**src/rtl/l1_l2_glue_ctrl.sv**
```systemverilog
// L1D/L1I to L2 glue: round-robin arbitration of the single L2 request
// port with response routing, and a whole-hierarchy flush sequencer.
//
// Ports:
//   clk, reset           clock, synchronous active-high reset
//   l1d_req_*, l1i_req_* miss requests (valid, addr, opcode) from each L1
//   l2_req_valid/ack     registered request to L2 and its acceptance
//   l2_req_addr/opcode   address/opcode of the granted side
//   l2_rsp_valid         L2 response complete
//   l1d/l1i_rsp_valid    response routed to the granted L1 (combinational)
//   flush_req_l1d/l1i    core flush requests
//   l1d/l1i/l2_flush_complete  flush done pulses
//   flush_l2_start       one-cycle pulse on entering the L2 flush phase
//   in_flush_mode        flush sequence active
module l1_l2_glue_ctrl #(
  parameter int ADDR_W = 32,
  parameter int OPC_W  = 4
) (
  input  logic              clk,
  input  logic              reset,
  input  logic              l1d_req_valid,
  input  logic [ADDR_W-1:0] l1d_req_addr,
  input  logic [OPC_W-1:0]  l1d_req_opcode,
  input  logic              l1i_req_valid,
  input  logic [ADDR_W-1:0] l1i_req_addr,
  input  logic [OPC_W-1:0]  l1i_req_opcode,
  output logic              l2_req_valid,
  input  logic              l2_req_ack,
  output logic [ADDR_W-1:0] l2_req_addr,
  output logic [OPC_W-1:0]  l2_req_opcode,
  input  logic              l2_rsp_valid,
  output logic              l1d_rsp_valid,
  output logic              l1i_rsp_valid,
  input  logic              flush_req_l1d,
  input  logic              flush_req_l1i,
  input  logic              l1d_flush_complete,
  input  logic              l1i_flush_complete,
  input  logic              l2_flush_complete,
  output logic              flush_l2_start,
  output logic              in_flush_mode
);

  typedef enum logic [1:0] {
    IDLE    = 2'd0,
    GNT_L1D = 2'd1,
    GNT_L1I = 2'd2
  } arb_state_t;

  typedef enum logic [2:0] {
    FIDLE     = 3'd0,
    WAIT_BOTH = 3'd1,
    GOT_L1D   = 3'd2,
    GOT_L1I   = 3'd3,
    FLUSH_L2  = 3'd4
  } fl_state_t;

  arb_state_t r_state;
  fl_state_t  f_state;

  logic pend_d;
  logic pend_i;
  logic last_gnt;
  logic req;
  logic np_d;
  logic np_i;

  // Requests seen this cycle or remembered from earlier cycles.
  assign np_d = pend_d | l1d_req_valid;
  assign np_i = pend_i | l1i_req_valid;

  always_ff @(posedge clk) begin
    if (reset) begin
      r_state  <= IDLE;
      pend_d   <= 1'b0;
      pend_i   <= 1'b0;
      last_gnt <= 1'b0;
      req      <= 1'b0;
    end else begin
      pend_d <= np_d;
      pend_i <= np_i;
      case (r_state)
        IDLE: begin
          // Tie goes to the side not served last.
          if (np_d && (!np_i || last_gnt)) begin
            r_state <= GNT_L1D;
            req     <= 1'b1;
          end else if (np_i) begin
            r_state <= GNT_L1I;
            req     <= 1'b1;
          end
        end
        GNT_L1D: begin
          last_gnt <= 1'b0;
          pend_d   <= 1'b0;
          if (l2_req_ack || l2_rsp_valid)
            req <= 1'b0;
          if (l2_rsp_valid)
            r_state <= IDLE;
        end
        GNT_L1I: begin
          last_gnt <= 1'b1;
          pend_i   <= 1'b0;
          if (l2_req_ack || l2_rsp_valid)
            req <= 1'b0;
          if (l2_rsp_valid)
            r_state <= IDLE;
        end
        default: ;
      endcase
    end
  end

  assign l2_req_valid = req;

  always_comb begin
    l2_req_addr   = l1d_req_addr;
    l2_req_opcode = l1d_req_opcode;
    if (r_state == GNT_L1I) begin
      l2_req_addr   = l1i_req_addr;
      l2_req_opcode = l1i_req_opcode;
    end
  end

  assign l1d_rsp_valid = (r_state == GNT_L1D) && l2_rsp_valid;
  assign l1i_rsp_valid = (r_state == GNT_L1I) && l2_rsp_valid;

  always_ff @(posedge clk) begin
    if (reset) begin
      f_state        <= FIDLE;
      in_flush_mode  <= 1'b0;
      flush_l2_start <= 1'b0;
    end else begin
      flush_l2_start <= 1'b0;
      case (f_state)
        FIDLE: begin
          if (flush_req_l1d || flush_req_l1i) begin
            in_flush_mode <= 1'b1;
            // A side not asked to flush counts as already done.
            if (flush_req_l1d && flush_req_l1i)
              f_state <= WAIT_BOTH;
            else if (flush_req_l1i)
              f_state <= GOT_L1D;
            else
              f_state <= GOT_L1I;
          end
        end
        WAIT_BOTH: begin
          if (l1d_flush_complete && l1i_flush_complete) begin
            f_state        <= FLUSH_L2;
            flush_l2_start <= 1'b1;
          end else if (l1d_flush_complete) begin
            f_state <= GOT_L1D;
          end else if (l1i_flush_complete) begin
            f_state <= GOT_L1I;
          end
        end
        GOT_L1D: begin
          if (l1i_flush_complete) begin
            f_state        <= FLUSH_L2;
            flush_l2_start <= 1'b1;
          end
        end
        GOT_L1I: begin
          if (l1d_flush_complete) begin
            f_state        <= FLUSH_L2;
            flush_l2_start <= 1'b1;
          end
        end
        FLUSH_L2: begin
          if (l2_flush_complete) begin
            f_state       <= FIDLE;
            in_flush_mode <= 1'b0;
          end
        end
        default: ;
      endcase
    end
  end

endmodule

```
**config.mk**
```make
export PLATFORM = sky130hd
export DESIGN_NAME = l1_l2_glue_ctrl
export DESIGN_NICKNAME = d
export VERILOG_FILES = /design/src/rtl/l1_l2_glue_ctrl.sv
export SDC_FILE = /design/constraint.sdc
export NUM_CORES = 1
export LEC_CHECK = 0
export CORE_UTILIZATION = 30
export CTS_BUF_LIST = sky130_fd_sc_hd__clkbuf_4 sky130_fd_sc_hd__clkbuf_8
export CTS_CLUSTER_SIZE = 16
export DETAILED_ROUTE_END_ITERATION = 12
export HOLD_SLACK_MARGIN = 0.03
export PLACE_DENSITY = 0.95
export SLEW_MARGIN = 20
export SYNTH_ARGS = -nofsm -noshare
export SYNTH_HDL_FRONTEND = slang
export SYNTH_SLANG_ARGS = --single-unit
```
**constraint.sdc**
```tcl
create_clock -name clk -period 2.81 [get_ports clk]
set_input_delay 0.4215 -clock clk [delete_from_list [all_inputs] [get_ports clk]]
set_output_delay 0.4215 -clock clk [all_outputs]
set_load 0.03 [all_outputs]
```
==> flow_summary.toml, run 1 <==
[worst_setup_path]
worst_setup_path_end_kind = "output port"
cp-start-kind = "register"
crit_chain = "inv_1 -> ha_1 -> buf_4 -> mux2_2 -> clkdlybuf4s50_1"
cp_top_family = "buffers and inverters"
timing.critical_path.slowest_cell_delay_ns = 0.61
worst-path-max-fanout = 27
data_arrival_critical_path_ns = 2.18
crit_slowest_cell = "clkdlybuf4s50_1"
cp.required_ns = 2.39
path_class = "reg -> out"
critical_path.n_buffers_inverters = 3

[route]
drtAntennaViolNets = 0
detail_route.vias_per_cell = 4.729
avgRoutedWirePerCell_um = 15.04
drtPass1Iterations = 4
remaining_drc_errors = 0
totalWireLength_um = 4271
detailroute.via_count = 1343
drt-initial-drc-count = 22

[clock_network]
clock_path_buffers = 2
cts_post_setup_buffers_inserted = 0
tritoncts = "done"
cts_buffers = 3
hold_buffers = 0
ctsResizeCount = 0
clkSlewWorstSetupHoldPaths_ns = 0.08
clk_root_buffer_cell = "clkbuf_4"
cts.htree.levels = 1
clk_latency_ns = 0.27
cts.sink_count = 11

[floorplan]
die-width_um = 61.82
initial_core_util_pct = 31.67
floorplan.io_pins = 124
die_height_um = 61.82
die_area_um2 = 3822
core_area_um2 = 3390
rows = 21

[timing]
clock_skew_ns = 0.001485
post-route-min-period_ns = 2.599
fin_crit_sh_pct = 92.49
slew_headroom_pct = 71.89
hold_violations = 0
rsz0062_at_grt = "no"
fmax_mhz = 384.8
final-max-slew-violation-count = 0
measured_slew_at_the_worst_slew_check_pin_ns = 0.4211
final_report_setup_violation_count = 0
tns_ns = 0

[power_and_ir_drop]
vdd_ir_drop_max_mv = 0.4402
p_leak_uw = 0.0008955
fraction_of_power_spent_switching_nets_pct = 44.40
pwr-share-seq_pct = 17.5
power_report.internal_total_uw = 830.5
net-switching-power_uw = 663.2
clk_network_pwr_share_pct = 7.4
power_density_nw_per_um2 = 626.7
pwr-share-comb_pct = 75.1

[layout]
antenna_cells = 0
final_core_utilization_pct = 70.32
layout.nets = 326
flow.area_growth_from_synthesis_pct = 122.0
drive_gt1_share_pct = 22.27

[grt]
first_global_vias = 1170
grt_use_total_pct = 19.17
number_of_antenna_violations_at_the_first_check_in_global_routing = 0
grt_max_degree = 28
gr-total-overflow = 0
grt_pass1_wl_um = 5299

[synth]
synth_cell_types = 33
mappedNetlistArea_um2 = 1074
number_of_cells_produced_by_synthesis = 115
synth-seq-area-share_pct = 20.51
synthDominantAreaCellType = "mux2_2"
synth_nets = 202
synthTopCellsByArea = "mux2_2 38%, dfxtp_1 21%, ha_1 4.7%, a21oi_1 3.3%, nor2_1 3.1%"
avgSynthCellArea_um2 = 9.335
synth_enable_flop_cells = 0
ys_ff_latch = 11
ys.flop_type = "dfxtp_1"
ys_top_cells_by_count = "36 x mux2_2, 11 x dfxtp_1, 9 x nor2_1, 7 x a21oi_1"
yosysMostFrequentCell = "mux2_2"
synth_async_sr_flop_share_pct = 0
yosys_warnings = 0
synth_largest_type_area_fraction_pct = 37.76

[placement]
hpwl_um = 3590
gp_congestion = 0.7946
buffer_ports.inserted = 123

[min_path]
worstHoldPathType = "reg -> reg"

[run_status]
outcome = "finished, final reports clean"

[flow_run]
drv_cap = 0
path summary, 6_finish.rpt:
| kind | start | to | slack (ns) | cells after the start |
|---|---|---|---|---|
| worst min register to register | in_flush_mode | in_flush_mode | 0.49 | 2 |
| worst max-delay path | r_state[0] | l2_req_addr[23] | 0.21 | 5 |
| worst max register to register | f_state[0] | f_state[2] | 1.14 | 4 |
| worst min-delay path | in_flush_mode | in_flush_mode | 0.49 | 2 |
cell families after synthesis:
family,synth area share (%)
multiplexers,40.09
AND/OR/NAND/NOR,14.22
AO/OA/AOI/OAI,17.02
flip-flops,20.51
buffers and inverters,3.496
adder cells (fa/ha/maj),4.662
cell usage in the layout, fill, tap and decap left out, types with 2 or more instances in the layout:
cell type        Yosys  layout
nor2_1               9       9
clkbuf_4             0       3
nor3_1               4       4
a31oi_1              2       2
o21ai_0              4       4
dfxtp_1             11      11
inv_1                3       3
buf_4                0       4
ha_1                 4       4
o21bai_1             2       2
a21oi_1              7       7
mux2_2              36      36
a211oi_1             2       2
and2_1               3       3
nor2b_1              4       4
clkdlybuf4s50_1      0     120
layer usage:
metal / share of wire [%] / global-route usage [%]
met3: 9.8 / 6.211
met4: 0.26 / 3.810
met1: 37 / 21.08
met2: 53 / 35.94
met5: 0 / 0
flip-flops by register name (all words and copies together) (netlist names):
signal,cells
f_state,3
flush_l2_start,1
in_flush_mode,1
l2_req_valid,1
last_gnt,1
pend_d,1
pend_i,1
r_state,2
worst reg2reg max path: cells and delay by family (launching register included):
kind	cells	cell delay, ns
flip-flops	1	0.58
AO/OA/AOI/OAI	2	0.54
multiplexers	1	0.30
AND/OR/NAND/NOR	1	0.14
final cells by class:
class,count,area [um2]
tap,46,57.56
timing repair buffer,125,1251
multi-input combinational,95,815.8
sequential,11,220.2
fill,271,1006
inverter,3,11.26
clock buffer,3,22.52
clock inverter,1,5.005
power by group through the flow:
stage          Sequential (uW)  Clock (uW)  Combinational [uW]
2_1_floorplan              271           0                 681
3_3_place_gp               262           0                1110
3_5_place_dp               265           0                1130
4_1_cts                    260         111                1130
5_1_grt                    269         125                1190
6_report                   261         111                1120
per-stage QoR:
stage               cells  setup slack (ns)  cell area, um2  hold WS (ns)  power [uW]
floorplan             115            0.9847            1074        0.4614       951.9
global placement      280            0.5441            2356        0.4627        1372
detailed placement    280            0.5001            2356        0.4925        1390
CTS                   284            0.2016            2384        0.5048        1502
global route          284            0.1274            2384        0.5271        1581
finish                284            0.2111            2384        0.4946        1494
Power figures use the tool's default switching activity.
==> run 2, diff against run 1 <==
CORE_MARGIN = 8   (was not set)
CORE_UTILIZATION = 50   (was 30)
DONT_BUFFER_PORTS = 1   (was not set)
GPL_ROUTABILITY_DRIVEN = 0   (was not set)
PLACE_DENSITY = 0.75   (was 0.95)
==> run 2 against run 1 <==
Via count fell by 33%. Register-to-register slack barely moved. Core utilization fell by 14 points. Routed wire length fell by 14%.
==> flow_summary.toml, run 2 (synthesis gave the netlist of run 1 again) <==
[timing]
rsz0062_at_grt = "no"
slew_headroom_pct = 72.94
fin_crit_sh_pct = 72.03
clock_skew_ns = 0.001654
tns_ns = 0
final-max-slew-violation-count = 0
post-route-min-period_ns = 2.024
measured_slew_at_the_worst_slew_check_pin_ns = 0.4053
final_report_setup_violation_count = 0
fmax_mhz = 494.0
final_layout_worst_hold_slack_ns = 0.2095
hold_violations = 0

[power_and_ir_drop]
power_density_nw_per_um2 = 1021
vdd_ir_drop_max_mv = 0.4748
finalPower_uw = 1150
p_leak_uw = 0.0004085

[placement]
buffer_ports.inserted = 0
hpwl_um = 3237
postPlaceCellArea_um2 = 1096

[clock_network]
cts.htree.levels = 1
hold_buffers = 0
clk_root_buffer_cell = "clkbuf_4"
cts_buffers = 3
clock_path_buffers = 2
cts.sink_count = 11
clk_latency_ns = 0.27
tritoncts = "done"
cts_post_setup_buffers_inserted = 0
ctsResizeCount = 0
clkSlewWorstSetupHoldPaths_ns = 0.07

[route]
drtPass1Iterations = 3
met3RoutedLength_um = 363
detailroute.via_count = 894
totalWireLength_um = 3655
route.layer.met1.wl_um = 1124
dr.max_layer_used = "met4"
drtAntennaViolNets = 0
remaining_drc_errors = 0
avgRoutedWirePerCell_um = 25.74
detailroute.wirelength.met2_um = 2150
detail_route.vias_per_cell = 6.296
drt-initial-drc-count = 26

[layout]
flow.area_growth_from_synthesis_pct = 4.895
reg_top3 = "f_state x3, r_state x2"
layout.cells.most_common_list = "36 x mux2_2, 11 x dfxtp_1, 9 x nor2_1"
total_non_filler_cell_area_in_the_finished_layout_um2 = 1126
layout.nets = 203
largest_reg_flops = 3
n_fill_cell = 170
final_common_cell = "mux2_2"
drive_gt1_share_pct = 43.48
register_with_the_most_flip_flops = "f_state"
antenna_cells = 0

[min_path]
min_delay_path_depth = 1
worstHoldPathType = "in -> reg"
min_to = "r_state[0]"
min-delay-start = "reset"

[worst_setup_path]
r2r_cells = 4
crit_slowest_cell = "mux2_2"
r2r_setup_slk_ns = 1.15
crit_chain = "inv_1 -> ha_1 -> buf_4 -> mux2_2"
worst_setup_path_end_kind = "output port"
worst-path-max-fanout = 22
timing.critical_path.slowest_cell_delay_ns = 0.47
critical_path.reg2reg.endpoint = "f_state[2]"
path_class = "reg -> out"
worst_r2r_startpoint = "f_state[0]"
data_arrival_critical_path_ns = 1.60
cp-start-kind = "register"
cp.required_ns = 2.39

[floorplan]
rows = 16
initial_core_util_pct = 53.63
core_area_um2 = 2002
die_height_um = 62.34
die_area_um2 = 3886
die-width_um = 62.34
floorplan.io_pins = 124

[grt]
grt_use_total_pct = 17.31
number_of_antenna_violations_at_the_first_check_in_global_routing = 0
first_global_vias = 896
grt_pass1_wl_um = 5520
grt_max_degree = 23
gr-total-overflow = 0

[flow_run]
drv_cap = 0

[run_status]
outcome = "finished, final reports clean"
run 2: routing by layer:
metal / up-vias / GRT usage [%]
li1: 421 / -
met1: 417 / 14.09
met2: 51 / 35.32
met3: 5 / 8.961
met4: 0 / 3.419
met5: - / 0
run 2: where the power goes:
group	internal, uW	total [uW]	switching, uW
combinational	278	735	457
clock	64.7	122	57.1
sequential	201	293	91.9
run 2: worst max-delay path: cells and delay by family, from the launching register on:
family,cells,cell delay (ns)
flops,1,0.34
buf+inv,2,0.35
fa+ha+maj,1,0.16
mux,1,0.47
run 2: layout make-up:
type                       count  area (um2)  area share (%)
inverter                       3       11.26           1.000
tap                           27       33.78           3.000
sequential                    11       220.2           19.56
clock buffer                   4       30.03           2.667
multi-input combinational     95       815.8           72.44
timing repair buffer           2       15.01           1.333
run 2: worst max-delay path by stage:
stage / slack, ns / from / endpoint / cells after the start
after global routing: 0.71 / r_state[0] / l2_req_addr[7] / 4
after detailed placement: 1.09 / r_state[0] / l2_req_addr[7] / 4
after CTS: 0.78 / r_state[0] / l2_req_addr[7] / 4
after floorplan: 0.98 / r_state[0] / l2_req_addr[0] / 5
final: 0.79 / r_state[0] / l2_req_addr[9] / 4
after global placement: 1.13 / r_state[0] / l2_req_addr[19] / 4
run 2: per-stage QoR:
step	util [%]	instances	worst slack [ns]
floorplan	-	115	0.9847
finish	56.25	142	0.7859
global route	56.25	142	0.7141
global placement	54.75	138	1.130
detailed placement	54.75	138	1.088
CTS	56.25	142	0.7793
==> run 3, diff against run 2 <==
clock period = 2.03 ns   (was 2.81 ns; I/O delays follow)
==> run 3 against run 2 <==
Register-to-register slack got worse by 0.76 ns. Sequential cell count unchanged. Core utilization up 0.62 points. Combinational power grew 40%. Total power increased by 40%. Clock skew barely moved. Via count grew 1.7%. Largest cell class unchanged.
==> flow_summary.toml, run 3 (synthesis gave the netlist of run 1 again) <==
[placement]
postPlaceCellArea_um2 = 1109
buffer_ports.inserted = 0
place_worst_setup_slack_ns = 0.3955
hpwl_um = 3247
dp.cells = 138

[min_path]
worstHoldPathType = "in -> reg"

[timing]
measured_slew_at_the_worst_slew_check_pin_ns = 0.4073
rsz0062_at_grt = "no"
hold_violations = 0
tns_ns = 0
final-max-slew-violation-count = 0
post-route-min-period_ns = 1.899
final_report_setup_violation_count = 0
slew_headroom_pct = 72.81
post_layout_worst_setup_margin_ns = 0.1305
clock_skew_ns = 0.001611
fmax_mhz = 526.5
fin_crit_sh_pct = 93.57

[clock_network]
cts.sink_count = 11
tritoncts = "done"
cts_post_setup_buffers_inserted = 0
cts_buffers = 3
clock_path_buffers = 2
cts.htree.levels = 1
clkSlewWorstSetupHoldPaths_ns = 0.08
clk_root_buffer_cell = "clkbuf_4"
ctsResizeCount = 0
hold_buffers = 0
clk_latency_ns = 0.26

[floorplan]
initial_core_util_pct = 53.63
die-width_um = 62.34
rows = 16
die_height_um = 62.34
floorplan.io_pins = 124
die_area_um2 = 3886
core_area_um2 = 2002

[layout]
final_core_utilization_pct = 56.88
n_fill_cell = 167
drive_gt1_share_pct = 43.48
antenna_cells = 0
reg_top3 = "f_state x3, r_state x2"
flow.area_growth_from_synthesis_pct = 6.060
stdcell_count = 142
multi_input_area_um2 = 815.8
register_with_the_most_flip_flops = "f_state"
layout.nets = 203
total_non_filler_cell_area_in_the_finished_layout_um2 = 1139
final_common_cell = "mux2_2"
largest_reg_flops = 3
layout.cells.most_common_list = "36 x mux2_2, 11 x dfxtp_1, 9 x nor2_1"
layout.area.seq_um2 = 220.2

[grt]
number_of_antenna_violations_at_the_first_check_in_global_routing = 0
grt_pass1_wl_um = 5644
gr-total-overflow = 0
grt_use_total_pct = 17.53
grt_max_degree = 40
first_global_vias = 944

[power_and_ir_drop]
p_leak_uw = 0.0004121
vdd_ir_drop_max_mv = 0.9219
power_density_nw_per_um2 = 1410

[worst_setup_path]
data_arrival_critical_path_ns = 1.59
cp_top_family = "multiplexers"
cp.required_ns = 1.73
cp-start-kind = "register"
crit_chain = "inv_1 -> ha_1 -> buf_12 -> mux2_2"
worst-path-max-fanout = 39
timing.critical_path.slowest_cell_delay_ns = 0.46
worst_setup_path_end_kind = "output port"
crit_slowest_cell = "mux2_2"
path_class = "reg -> out"
critical_path.n_buffers_inverters = 2

[route]
drt-initial-drc-count = 28
detail_route.vias_per_cell = 6.401
detailroute.via_count = 909
remaining_drc_errors = 0
avgRoutedWirePerCell_um = 25.76
drtAntennaViolNets = 0
drtPass1Iterations = 4
totalWireLength_um = 3658

[flow_run]
drv_cap = 0

[run_status]
outcome = "finished, final reports clean"
[run 3: through the flow]
step	total power, uW	hold WS (ns)
after global placement	1424	0.3764
after CTS	1627	0.08858
final	1605	0.1003
after detailed placement	1456	0.3802
after floorplan	1318	0.4614
after global routing	1700	0.08237
[run 3: cell type report]
| type | count | area share (%) |
|---|---|---|
| Tap cell | 27 | 2.967 |
| Clock buffer | 4 | 2.637 |
| Multi-Input combinational cell | 95 | 71.65 |
| Timing Repair Buffer | 2 | 2.418 |
| Sequential cell | 11 | 19.34 |
| Inverter | 3 | 0.9890 |
[run 3: final timing paths]
path                    from               to  slack [ns]  depth (start not counted)
setup / recovery  r_state[0]  l2_req_addr[15]        0.13                          4
hold / removal         reset       r_state[0]        0.10                          1
hold reg to reg     last_gnt         last_gnt        0.51                          2
setup reg to reg  f_state[0]       f_state[2]        0.39                          4
[run 3: power by group]
group	total, uW	switching (uW)	internal [uW]
Clock	166	76.6	89.2
Combinational	1030	633	399
Sequential	407	129	279
[run 3: worst register-to-register path, delay by kind of cell, from the launching register on]
family             cells  cell delay (ns)
AOI/OAI and AO/OA      2             0.51
DFF                    1             0.57
muxes                  1             0.31
and+or+nand+nor        1             0.14
[run 3: layer usage]
metal	up-vias	part of all wire, %	GRT usage [%]
met4	0	0.55	4.558
met3	4	9.3	6.989
met2	58	59	36.35
met1	421	31	14.59
met5	-	0	0
li1	426	-	-
